**config.mk**
```make
export PLATFORM = sky130hd
export DESIGN_NAME = uid_table_server_flat
export DESIGN_NICKNAME = d
export VERILOG_FILES = /design/src/rtl/uid_table_server_pkg.sv /design/src/rtl/uid_table_server_if.sv /design/src/rtl/uid_table_mem.sv /design/src/rtl/uid_table_server.sv /design/src/flat_wrapper.sv
export SDC_FILE = /design/constraint.sdc
export NUM_CORES = 1
export LEC_CHECK = 0
export BUFFER_PORTS_ARGS = -buffer_cell sky130_fd_sc_hd__buf_4
export CORE_MARGIN = 3
export CORE_UTILIZATION = 45
export CTS_CLUSTER_DIAMETER = 200
export DETAILED_ROUTE_END_ITERATION = 8
export PLACE_DENSITY_LB_ADDON = 0.25
export SETUP_SLACK_MARGIN = 0.05
export SYNTH_ARGS = -nofsm -noshare
export SYNTH_HDL_FRONTEND = slang
export SYNTH_HIERARCHICAL = 1
export SYNTH_SLANG_ARGS = --single-unit
```
**constraint.sdc**
```tcl
create_clock -name clk -period 20.2 [get_ports clk]
set_clock_uncertainty 0.2 [all_clocks]
set_input_delay 3.03 -clock clk [delete_from_list [all_inputs] [get_ports clk]]
set_output_delay 3.03 -clock clk [all_outputs]
set_load 0.05 [all_outputs]
```
**src/rtl/uid_table_server_pkg.sv**
```systemverilog
// -----------------------------------------------------------------------------
// uid_table_server_pkg
// Shared constants, types and helpers for the UID table server slice.
//   - UID values: end-of-list sentinel, guest UID, second default UID
//   - table geometry and read-port latency
//   - enroll_err result codes and enrollment FSM state encoding
//   - default_entry(): power-on / reset content of each table slot
// -----------------------------------------------------------------------------
package uid_table_server_pkg;

  localparam logic [15:0] UID_SENTINEL = 16'hFFFF;
  localparam logic [15:0] GUEST_UID    = 16'h0000;
  localparam logic [15:0] DEFAULT_UID1 = 16'h9989;

  localparam int TABLE_DEPTH  = 32;
  localparam int READ_LATENCY = 2;
  localparam int ADDR_W       = 5;

  typedef logic [ADDR_W-1:0] addr_t;
  typedef logic [15:0]       uid_t;

  typedef enum logic [1:0] {
    ERR_OK   = 2'b00,
    ERR_DUP  = 2'b01,
    ERR_FULL = 2'b10,
    ERR_RSVD = 2'b11
  } err_t;

  typedef enum logic [2:0] {
    IDLE   = 3'd0,
    D1     = 3'd1,
    D2     = 3'd2,
    D3     = 3'd3,
    D4     = 3'd4,
    SCAN   = 3'd5,
    WRITE  = 3'd6,
    FINISH = 3'd7
  } state_t;

  // Reset content: guest in slot 0, one pre-enrolled user in slot 1,
  // everything else is the end-of-list sentinel.
  function automatic uid_t default_entry(input int idx);
    if (idx == 0)      return GUEST_UID;
    else if (idx == 1) return DEFAULT_UID1;
    else               return UID_SENTINEL;
  endfunction

endpackage

```
**src/rtl/uid_table_server_if.sv**
```systemverilog
// -----------------------------------------------------------------------------
// uid_table_server_if
// Bundles the lookup port and the enrollment handshake of uid_table_server.
//   slave  : seen by the server (lookup address and enrollment controls in,
//            lookup data and enrollment status out)
//   master : seen by the ID checker / keypad side driving the server
// -----------------------------------------------------------------------------
interface uid_table_server_if;
  import uid_table_server_pkg::*;

  logic [4:0]  addr_UID_ROM;
  logic [15:0] q_UID_ROM;
  logic        enroll_start;
  logic [3:0]  pwdigit;
  logic        pwenter;
  logic        enroll_abort;
  logic        enroll_busy;
  logic        enroll_done;
  logic [1:0]  enroll_err;
  logic [4:0]  enroll_slot;

  modport slave (
    input  addr_UID_ROM, enroll_start, pwdigit, pwenter, enroll_abort,
    output q_UID_ROM, enroll_busy, enroll_done, enroll_err, enroll_slot
  );

  modport master (
    output addr_UID_ROM, enroll_start, pwdigit, pwenter, enroll_abort,
    input  q_UID_ROM, enroll_busy, enroll_done, enroll_err, enroll_slot
  );

endinterface

```
**src/rtl/uid_table_mem.sv**
```systemverilog
// -----------------------------------------------------------------------------
// uid_table_mem
// 32 x 16-bit UID register table.
//   clk, rst   : clock, asynchronous active-high reset (restores defaults)
//   rd_addr    : pipelined lookup address, one per cycle
//   rd_data    : table[rd_addr] two register stages later
//   wr_en/wr_addr/wr_data : single write port (slot 31 is never written)
//   scan_addr/scan_data   : combinational read port for the enrollment scan
// -----------------------------------------------------------------------------
module uid_table_mem
  import uid_table_server_pkg::*;
(
  input  logic  clk,
  input  logic  rst,
  input  addr_t rd_addr,
  output uid_t  rd_data,
  input  logic  wr_en,
  input  addr_t wr_addr,
  input  uid_t  wr_data,
  input  addr_t scan_addr,
  output uid_t  scan_data
);

  localparam addr_t LAST_IDX = addr_t'(TABLE_DEPTH - 1);

  uid_t tbl     [TABLE_DEPTH];
  uid_t rd_pipe [READ_LATENCY];

  // Table storage. The last slot is the permanent end-of-list marker, so a
  // write aimed at it is dropped rather than trusting the caller.
  always_ff @(posedge clk or posedge rst) begin
    if (rst) begin
      for (int i = 0; i < TABLE_DEPTH; i++) begin
        tbl[i] <= default_entry(i);
      end
    end else if (wr_en && (wr_addr != LAST_IDX)) begin
      tbl[wr_addr] <= wr_data;
    end
  end

  // Read pipeline. The first stage samples the array on the same edge a
  // write commits, so a same-cycle read sees the pre-write value.
  always_ff @(posedge clk or posedge rst) begin
    if (rst) begin
      for (int i = 0; i < READ_LATENCY; i++) begin
        rd_pipe[i] <= '0;
      end
    end else begin
      rd_pipe[0] <= tbl[rd_addr];
      for (int i = 1; i < READ_LATENCY; i++) begin
        rd_pipe[i] <= rd_pipe[i-1];
      end
    end
  end

  assign rd_data   = rd_pipe[READ_LATENCY-1];
  assign scan_data = tbl[scan_addr];

endmodule

```
**src/rtl/uid_table_server.sv**
```systemverilog
// -----------------------------------------------------------------------------
// uid_table_server
// UID lookup table with a keypad-driven enrollment FSM.
//   clk, rst : clock, asynchronous active-high reset
//   bus      : uid_table_server_if.slave
//              lookup  : addr_UID_ROM -> q_UID_ROM (2-cycle pipelined read)
//              enroll  : enroll_start, pwdigit/pwenter (4 digits, MSB first),
//                        enroll_abort -> enroll_busy, enroll_done,
//                        enroll_err, enroll_slot
// -----------------------------------------------------------------------------
module uid_table_server
  import uid_table_server_pkg::*;
(
  input  logic clk,
  input  logic rst,
  uid_table_server_if.slave bus
);

  localparam addr_t LAST_IDX = addr_t'(TABLE_DEPTH - 1);

  state_t state_q, state_d;
  uid_t   uid_q, uid_d;
  addr_t  scan_idx_q, scan_idx_d;
  addr_t  rec_q, rec_d;
  addr_t  slot_q, slot_d;
  err_t   err_q, err_d;
  logic   wr_en;
  uid_t   scan_data;
  uid_t   full_uid;

  uid_table_mem u_mem (
    .clk       (clk),
    .rst       (rst),
    .rd_addr   (bus.addr_UID_ROM),
    .rd_data   (bus.q_UID_ROM),
    .wr_en     (wr_en),
    .wr_addr   (rec_q),
    .wr_data   (uid_q),
    .scan_addr (scan_idx_q),
    .scan_data (scan_data)
  );

  // UID as it will look once the fourth digit lands; used to catch the
  // reserved value before any scanning starts.
  assign full_uid = {uid_q[15:4], bus.pwdigit};

  // State and enrollment data registers.
  always_ff @(posedge clk or posedge rst) begin
    if (rst) begin
      state_q    <= IDLE;
      uid_q      <= '0;
      scan_idx_q <= '0;
      rec_q      <= '0;
      slot_q     <= '0;
      err_q      <= ERR_OK;
    end else begin
      state_q    <= state_d;
      uid_q      <= uid_d;
      scan_idx_q <= scan_idx_d;
      rec_q      <= rec_d;
      slot_q     <= slot_d;
      err_q      <= err_d;
    end
  end

  // Enrollment sequencing. Abort is tested before pwenter in every digit and
  // scan state so it wins when both arrive together; WRITE and FINISH do not
  // look at abort, so a started write always completes. The scan walks the
  // list from slot 0: a matching entry is a duplicate, the first sentinel is
  // the append point, and reaching the permanent sentinel in the last slot
  // means the list is full.
  always_comb begin
    state_d    = state_q;
    uid_d      = uid_q;
    scan_idx_d = scan_idx_q;
    rec_d      = rec_q;
    slot_d     = slot_q;
    err_d      = err_q;
    wr_en      = 1'b0;

    case (state_q)
      IDLE: begin
        if (bus.enroll_start) begin
          state_d = D1;
          err_d   = ERR_OK;
          uid_d   = '0;
        end
      end
      D1: begin
        if (bus.enroll_abort) begin
          state_d = IDLE;
        end else if (bus.pwenter) begin
          uid_d[15:12] = bus.pwdigit;
          state_d      = D2;
        end
      end
      D2: begin
        if (bus.enroll_abort) begin
          state_d = IDLE;
        end else if (bus.pwenter) begin
          uid_d[11:8] = bus.pwdigit;
          state_d     = D3;
        end
      end
      D3: begin
        if (bus.enroll_abort) begin
          state_d = IDLE;
        end else if (bus.pwenter) begin
          uid_d[7:4] = bus.pwdigit;
          state_d    = D4;
        end
      end
      D4: begin
        if (bus.enroll_abort) begin
          state_d = IDLE;
        end else if (bus.pwenter) begin
          uid_d[3:0] = bus.pwdigit;
          if (full_uid == UID_SENTINEL) begin
            err_d   = ERR_RSVD;
            state_d = FINISH;
          end else begin
            scan_idx_d = '0;
            state_d    = SCAN;
          end
        end
      end
      SCAN: begin
        if (bus.enroll_abort) begin
          state_d = IDLE;
        end else if (scan_data == uid_q) begin
          err_d   = ERR_DUP;
          state_d = FINISH;
        end else if (scan_data == UID_SENTINEL) begin
          if (scan_idx_q == LAST_IDX) begin
            err_d   = ERR_FULL;
            state_d = FINISH;
          end else begin
            rec_d   = scan_idx_q;
            state_d = WRITE;
          end
        end else begin
          scan_idx_d = scan_idx_q + addr_t'(1);
        end
      end
      WRITE: begin
        wr_en   = 1'b1;
        slot_d  = rec_q;
        state_d = FINISH;
      end
      FINISH: begin
        state_d = IDLE;
      end
      default: begin
        state_d = IDLE;
      end
    endcase
  end

  // Busy covers digit entry through the write; FINISH is the one-cycle
  // result cycle and is already reported as not busy.
  assign bus.enroll_busy = (state_q != IDLE) && (state_q != FINISH);
  assign bus.enroll_done = (state_q == FINISH) && (err_q == ERR_OK);
  assign bus.enroll_err  = err_q;
  assign bus.enroll_slot = slot_q;

endmodule

```
**src/flat_wrapper.sv**
```systemverilog
// flat-port wrapper written by rule: the top's interface ports become plain ports
module uid_table_server_flat import uid_table_server_pkg::*;
  (clk, rst, bus_addr_UID_ROM, bus_enroll_start, bus_pwdigit, bus_pwenter, bus_enroll_abort, bus_q_UID_ROM, bus_enroll_busy, bus_enroll_done, bus_enroll_err, bus_enroll_slot);
  uid_table_server_if bus_i ();
  input  logic clk;
  input  logic rst;
  input wire logic [$bits(bus_i.addr_UID_ROM)-1:0] bus_addr_UID_ROM;
  input wire logic [$bits(bus_i.enroll_start)-1:0] bus_enroll_start;
  input wire logic [$bits(bus_i.pwdigit)-1:0] bus_pwdigit;
  input wire logic [$bits(bus_i.pwenter)-1:0] bus_pwenter;
  input wire logic [$bits(bus_i.enroll_abort)-1:0] bus_enroll_abort;
  output wire logic [$bits(bus_i.q_UID_ROM)-1:0] bus_q_UID_ROM;
  output wire logic [$bits(bus_i.enroll_busy)-1:0] bus_enroll_busy;
  output wire logic [$bits(bus_i.enroll_done)-1:0] bus_enroll_done;
  output wire logic [$bits(bus_i.enroll_err)-1:0] bus_enroll_err;
  output wire logic [$bits(bus_i.enroll_slot)-1:0] bus_enroll_slot;
  assign bus_i.addr_UID_ROM = bus_addr_UID_ROM;
  assign bus_i.enroll_start = bus_enroll_start;
  assign bus_i.pwdigit = bus_pwdigit;
  assign bus_i.pwenter = bus_pwenter;
  assign bus_i.enroll_abort = bus_enroll_abort;
  assign bus_q_UID_ROM = bus_i.q_UID_ROM;
  assign bus_enroll_busy = bus_i.enroll_busy;
  assign bus_enroll_done = bus_i.enroll_done;
  assign bus_enroll_err = bus_i.enroll_err;
  assign bus_enroll_slot = bus_i.enroll_slot;
  uid_table_server u_core (.clk(clk), .rst(rst), .bus(bus_i));
endmodule
```
==> results of run 1 <==
==> cell type report <==
| type | instances | area [um2] | share of cell area |
|---|---|---|---|
| timing repair buffer | 80 | 633 | 0.0181 |
| tap | 940 | 1180 | 0.0337 |
| clock inverter | 14 | 120 | 0.00344 |
| multi-input combinational | 1719 | 15700 | 0.449 |
| sequential | 580 | 15100 | 0.433 |
| inverter | 7 | 33.8 | 0.000967 |
| clock buffer | 112 | 2150 | 0.0616 |
==> routing by layer <==
metal | vias to the layer above | track usage
met5 | - | 0
met4 | 0 | 0.107
met3 | 218 | 0.0503
met2 | 774 | 0.401
met1 | 11300 | 0.341
li1 | 9242 | -
==> through the flow <==
stage / utilization / worst slack, ps / power [uW]
3_5_place_dp: 0.463 / 13590 / 1970
5_1_grt: 0.495 / 14000 / 3320
2_1_floorplan: - / 2570 / 1730
3_3_place_gp: 0.463 / 13630 / 1970
4_1_cts: 0.495 / 14230 / 3220
6_report: 0.495 / 14140 / 3210
==> layout by cell type, fill, tap and decap left out, types with 16 or more instances in the layout <==
cell type / synthesis / layout
a21oi_1: 68 / 68
a22o_1: 66 / 66
a22oi_1: 129 / 129
a31oi_1: 34 / 34
buf_4: 49 / 77
clkbuf_1: 110 / 18
clkbuf_16: 0 / 70
clkbuf_8: 0 / 24
dfrtp_1: 93 / 92
dfstp_2: 487 / 487
mux2_2: 472 / 472
mux2_4: 40 / 40
mux2i_1: 513 / 513
nand2_1: 101 / 101
nand2_2: 16 / 16
nand3_1: 68 / 68
nand4_1: 46 / 46
nor3_1: 36 / 36
xor2_1: 16 / 16
==> where the power goes <==
part	total, uW	internal (uW)	switching [uW]
sequential	1270	1190	80.0
combinational	694	222	472
clock	1240	741	498
total	3210	2160	1050
==> critical path, delay by kind of cell <==
kind	cells	cell delay, ps
compound gates	1	110
buf+inv	3	2450
mux	1	310
simple gates	2	220
==> kinds of logic after synthesis <==
logic type      count (synthesis)
simple gates                  351
fa+ha+maj                       2
mux                          1025
buf+inv                       267
compound gates                324
flops                         580
xor+xnor                       17
==> registers in the layout, indices dropped and copies added (netlist names) <==
| name | cells |
|---|---|
| u_core/bus.enroll_slot | 5 |
| u_core/uid_q | 16 |
| u_core/u_mem/tbl | 512 |
| u_core/bus.enroll_err | 2 |
| u_core/u_mem/rd_pipe | 16 |
| u_core/rec_q | 5 |
| u_core/u_mem/rd_data | 16 |
| u_core/scan_idx_q | 5 |
| u_core/state_q | 3 |
==> worst min path at each step <==
stage,to,slack (ps),cells after the start
after floorplan,u_core/u_mem/rd_data[0]$_DFF_PP0_,130,0
after global placement,u_core/u_mem/rd_data[2]$_DFF_PP0_,140,0
after detailed placement,u_core/u_mem/rd_data[3]$_DFF_PP0_,140,0
after CTS,u_core/u_mem/rd_data[3]$_DFF_PP0_,150,0
after global routing,u_core/u_mem/rd_data[2]$_DFF_PP0_,160,0
final,u_core/u_mem/rd_data[2]$_DFF_PP0_,150,0
==> results.sh, run 1 <==
export IMPL_min_period_ps=6060
export IMPL_holdCritStartpoint="u_core/u_mem/rd_pipe[18]$_DFF_PP0_"
export IMPL_hold_path_class="flop to flop"
export IMPL_grt_pass1_wl_um=143000
export IMPL_hold_ws_ps=150
export IMPL_p_leak_uw=0.0144
export IMPL_dr_pass1_iters=5
export IMPL_vias=21600
export IMPL_post_route_drc_count=0
export IMPL_power_density_nw_per_um2=91.8
export IMPL_hold_viol_final=0
export IMPL_cts_made_buffers=68
export IMPL_top_layer="met4"
export IMPL_synth_xor_area_share=0.00462
export IMPL_postSynthAreaPerCell_um2=12.6
export IMPL_fillCellCount=6039
export IMPL_cp_endpoint="u_core/u_mem/rd_pipe[28]$_DFF_PP0_"
export IMPL_fmax_ghz=0.165
export IMPL_drv_slew=0
export IMPL_die_height_um=274
export IMPL_synth_simple_gate_area_share=0.0655
export IMPL_max_stage_delay_ps=930
export IMPL_path_cells="buf_8 -> buf_4 -> buf_4 -> mux2i_1 -> a22oi_1 -> nand4_1 -> nand3_1"
export IMPL_synth_main_ff_cell="dfstp_2"
export IMPL_drt_met1_wl_um=41000
export IMPL_dr_wl_met3_um=6610
export IMPL_ys_ff_latch=580
export IMPL_synth_common_cells="mux2i_1, dfstp_2, mux2_2"
export IMPL_synth_compound_area_share=0.0707
export IMPL_worst_path_max_delay_cell="buf_4"
export IMPL_synth_warnings=6
export IMPL_syn2layout_area_growth_pct=8.27
export IMPL_cp_end_kind="flop"
export IMPL_synth_edf_count=0
export IMPL_crit_path_start="bus_addr_UID_ROM[1]"
export IMPL_placed_cells=3326
export IMPL_routedWlPerCell_um=27.9
export IMPL_drtAntennaViolNets=0
export IMPL_synth_top_cell_area_share=0.397
export IMPL_cap_violations=0
export IMPL_die_width_um=274
export IMPL_cts_root_buf="clkbuf_16"
export IMPL_worst_pin_slew_ps=1320
export IMPL_post_cts_resized=0
export IMPL_ir_drop_mv=0.103
export IMPL_final_cells=3452
export IMPL_grt_overflow=0
export IMPL_grt_pass1_vias=22100
export IMPL_rsz0062_at_grt="no"
export IMPL_hpwl_um=54400
export IMPL_ios=39
export IMPL_synthMuxAreaShare=0.343
export IMPL_dr_wl_met2_um=44400
export IMPL_cts_path_max_buffers=3
export IMPL_postCtsHoldBufs=0
export IMPL_grt_use_total=0.254
export IMPL_synth_top_family_by_area="multiplexers"
export IMPL_synthArstFlopShare=1.00
export IMPL_syn_nets=2582
export IMPL_cts_setup_buffers=0
export IMPL_place_congestion=0.841
export IMPL_outcome="finished clean"
export IMPL_r2r_end="u_core/rec_q[0]$_DFFE_PP0P_"
export IMPL_antenna_found_initial=0
export IMPL_fin_area_um2=34900
export IMPL_clkSinkCount=580
export IMPL_criticalPathCategory="primary input to flop"
export IMPL_nNetsFinal=2472
export IMPL_max_slew_margin=0.117
export IMPL_worst_path_most_repeated_cell="buf_4"
export IMPL_dieArea_um2=74900
export IMPL_fin_crit_sh=0.300
export IMPL_crit_path_start_kind="primary input"
export IMPL_path_max_fanout=97
export IMPL_rr_startpoint="u_core/scan_idx_q[1]$_DFFE_PP0P_"
export IMPL_synth_cell_types=64
export IMPL_initial_core_util=0.457
export IMPL_numPortBuffers=38
export IMPL_fin_setup_tns_ps=0
export IMPL_rrSetupSlack_ps=14350
export IMPL_layout_drive_gt1_share=0.498
export IMPL_synth_adder_area_share=0.000776
export IMPL_yosys_area_top_type="dfstp_2"
export IMPL_cts_max_level=3
export IMPL_ff2ff_path_depth=11
export IMPL_drt_iter0_markers=1760
export IMPL_synthTopCellsByArea="dfstp_2, mux2_2, mux2i_1"
export IMPL_core_area_um2=70500
export IMPL_placed_cell_area_um2=32700
export IMPL_clk_latency_ps=620
export IMPL_rows=97
export IMPL_tritoncts="built"
export IMPL_vias_per_cell=6.25
export IMPL_cp_arrival_ps=6330
export IMPL_cp_data_required_time_ps=20470
export IMPL_routed_wl_um=96200
export IMPL_mappedNetlistArea_um2=32300
export IMPL_clkTransAtPathRegs_ps=60
export IMPL_setup_violations_final=0
export IMPL_grt_max_degree=168
export IMPL_yosys_cell_count_top_type="mux2i_1"
export IMPL_yosysSeqAreaShare=0.469
export IMPL_synthCells=2566
export IMPL_diodes=0
Note: power is estimated with default switching activity, not from simulation.
==> run 2, diff against run 1 <==
- ABC_AREA: unset -> 1
- clock period: 20.2 -> 5.1 ns (I/O delays scaled with it)
==> run 2 against run 1 <==
Against the previous run: clock power rose to 3.9 times the previous value; design area about the same; die area about the same; combinational power rose to 4.4 times the previous value; sequential share of layout area about the same; worst setup slack worse by 13000 ps; synthesized cell count up 77%; non-clock buffer count up 26; sequential power rose to 3.9 times the previous value; cell count up 54%; critical path type is now flop to flop.
==> results.sh, run 2 <==
export IMPL_crit_path_start_kind="flop"
export IMPL_power_density_nw_per_um2=368
export IMPL_postSynthAreaPerCell_um2=7.08
export IMPL_synthCells=4553
export IMPL_routed_wl_um=108000
export IMPL_clkSinkCount=580
export IMPL_synth_main_ff_cell="dfstp_2"
export IMPL_cts_max_level=3
export IMPL_tritoncts="built"
export IMPL_min_period_ps=4100
export IMPL_place_congestion=0.936
export IMPL_hpwl_um=61100
export IMPL_clkTransAtPathRegs_ps=60
export IMPL_drtAntennaViolNets=0
export IMPL_rr_startpoint="u_core/scan_idx_q[0]$_DFFE_PP0P_"
export IMPL_grt_pass1_vias=28400
export IMPL_nNetsFinal=4353
export IMPL_place_ws_ps=1060
export IMPL_cp_depth=17
export IMPL_dieArea_um2=74900
export IMPL_largest_register_ffs=512
export IMPL_outcome="finished clean"
export IMPL_p_leak_uw=0.0138
export IMPL_rsz0062_at_grt="no"
export IMPL_grt_use_total=0.286
export IMPL_mappedNetlistArea_um2=32200
export IMPL_yosys_area_top_type="dfstp_2"
export IMPL_criticalPathCategory="flop to flop"
export IMPL_final_core_util=0.495
export IMPL_vias=30100
export IMPL_cts_setup_buffers=0
export IMPL_worst_pin_slew_ps=1270
export IMPL_cts_root_buf="clkbuf_16"
export IMPL_cts_path_max_buffers=3
export IMPL_rrSetupSlack_ps=1000
export IMPL_ios=39
export IMPL_path_delay_family="simple AND/OR/NAND/NOR gates"
export IMPL_diodes=0
export IMPL_die_width_um=274
export IMPL_core_area_um2=70500
export IMPL_worst_path_max_delay_cell="dfrtp_4"
export IMPL_top_register="u_core/u_mem/tbl"
export IMPL_grt_pass1_wl_um=168000
export IMPL_numPortBuffers=38
export IMPL_post_cts_resized=0
export IMPL_placed_cell_area_um2=32700
export IMPL_cp_arrival_ps=4380
export IMPL_crit_buf_inv=2
export IMPL_post_route_drc_count=0
export IMPL_routedWlPerCell_um=20.2
export IMPL_dr_pass1_iters=6
export IMPL_drt_iter0_markers=3550
export IMPL_fmax_ghz=0.244
export IMPL_synth_cell_types=34
export IMPL_path_cells="inv_8 -> buf_12 -> nand2_1 -> nand3_1 -> nand3_1 -> nand2_1 -> nand2_1 -> nand2_1 -> nand2_1 -> nand2_1 -> nand2_1 -> nor3_1 -> nand2_1 -> nor2_1 -> nand4_2 -> nand2_1 -> o21ai_1"
export IMPL_synth_warnings=6
export IMPL_synth_common_cells="nand2_1, nand3_1, dfstp_2"
export IMPL_grt_max_degree=165
export IMPL_worst_path_most_repeated_cell="nand2_1"
export IMPL_initial_core_util=0.457
export IMPL_setup_violations_final=0
export IMPL_yosysSeqAreaShare=0.469
export IMPL_die_height_um=274
export IMPL_fin_area_um2=34900
export IMPL_ir_drop_mv=0.317
export IMPL_hold_path_class="primary input to async pin"
export IMPL_final_common_cell="nand2_1"
export IMPL_cts_made_buffers=66
export IMPL_fillCellCount=7024
export IMPL_setup_ws_ps=995
export IMPL_syn_nets=4569
export IMPL_synth_top_cell_area_share=0.397
export IMPL_cap_violations=0
export IMPL_max_stage_delay_ps=690
export IMPL_synth_edf_count=0
export IMPL_layout_drive_gt1_share=0.172
export IMPL_antenna_found_initial=2
export IMPL_path_max_fanout=90
export IMPL_hold_viol_final=0
export IMPL_cp_end_kind="flop"
export IMPL_fin_crit_sh=0.805
export IMPL_yosys_cell_count_top_type="nand2_1"
export IMPL_synthArstFlopShare=1.00
export IMPL_postCtsHoldBufs=0
export IMPL_synthTopCellsByArea="dfstp_2, nand2_1, nand3_1"
export IMPL_max_slew_margin=0.151
export IMPL_clk_latency_ps=610
export IMPL_vias_per_cell=5.66
export IMPL_cp_data_required_time_ps=5370
export IMPL_ys_ff_latch=580
export IMPL_syn2layout_area_growth_pct=8.23
export IMPL_grt_overflow=0
export IMPL_r2r_end="u_core/rec_q[0]$_DFFE_PP0P_"
export IMPL_rows=97
export IMPL_drv_slew=0
export IMPL_ff2ff_path_depth=17
export IMPL_final_cell_mix="nand2_1, nand3_1, dfstp_2"
run 2: cells by family (layout without fill, tap and decap cells):
| group | Yosys count | count (layout) | share of synthesized area |
|---|---|---|---|
| simple gates | 2952 | 2952 | 0.380 |
| compound gates | 534 | 534 | 0.0853 |
| flops | 580 | 580 | 0.469 |
| fa+ha+maj | 2 | 2 | 0.000776 |
| buf+inv | 484 | 319 | 0.0646 |
| xor+xnor | 1 | 1 | 0.000272 |
run 2: per-layer routing:
metal	GRT usage	up-vias	wire length (um)
li1	-	14200	-
met1	0.403	14200	46600
met2	0.447	1450	47600
met3	0.0482	218	9980
met4	0.0924	0	3320
met5	0	-	0
run 2: where the power goes:
group          leakage (uW)  total [uW]  internal [uW]  switching, uW
Combinational       0.00646        3050            636           2410
Clock               0.00107        4800           2850           1950
Sequential          0.00626        4970           4770            200
Total                0.0138       12800           8260           4570
run 2: worst reg2reg max path, cell delays in order (launching register included):
cell	delay, ps
dfrtp_4	690
inv_8	600
buf_12	320
nand2_1	90
nand3_1	70
nand3_1	80
nand2_1	110
nand2_1	60
nand2_1	150
nand2_1	80
nand2_1	140
nand2_1	70
nor3_1	380
nand2_1	120
nor2_1	310
nand4_2	310
nand2_1	150
o21ai_1	70
run 2: layout make-up:
cell class	count	area [um2]	area share
Sequential cell	580	15100	0.434
Multi-Input combinational cell	3489	15100	0.431
Clock buffer	100	1950	0.0560
Tap cell	940	1180	0.0337
Timing Repair Buffer	106	993	0.0285
Inverter	94	379	0.0109
Clock inverter	19	213	0.00609
run 2: worst max-delay path by stage:
stage / slack, ps / start / to
after global routing: 760 / u_core/scan_idx_q[0]$_DFFE_PP0P_ / u_core/rec_q[2]$_DFFE_PP0P_
after global placement: 1120 / u_core/scan_idx_q[0]$_DFFE_PP0P_ / u_core/rec_q[2]$_DFFE_PP0P_
final: 1000 / u_core/scan_idx_q[0]$_DFFE_PP0P_ / u_core/rec_q[0]$_DFFE_PP0P_
after detailed placement: 1060 / u_core/scan_idx_q[0]$_DFFE_PP0P_ / u_core/rec_q[1]$_DFFE_PP0P_
after floorplan: -2870 / rst / u_core/u_mem/rd_data[0]$_DFF_PP0_
after CTS: 1060 / u_core/scan_idx_q[0]$_DFFE_PP0P_ / u_core/rec_q[1]$_DFFE_PP0P_
run 2: stage by stage:
stage,TNS (ps),total power (uW),cells,hold WS (ps)
2_1_floorplan,-606590,7030,4553,131
3_3_place_gp,0,8010,5209,133
3_5_place_dp,0,8020,5209,135
4_1_cts,0,12900,5328,122
5_1_grt,0,13400,5328,149
6_report,0,12800,5328,124
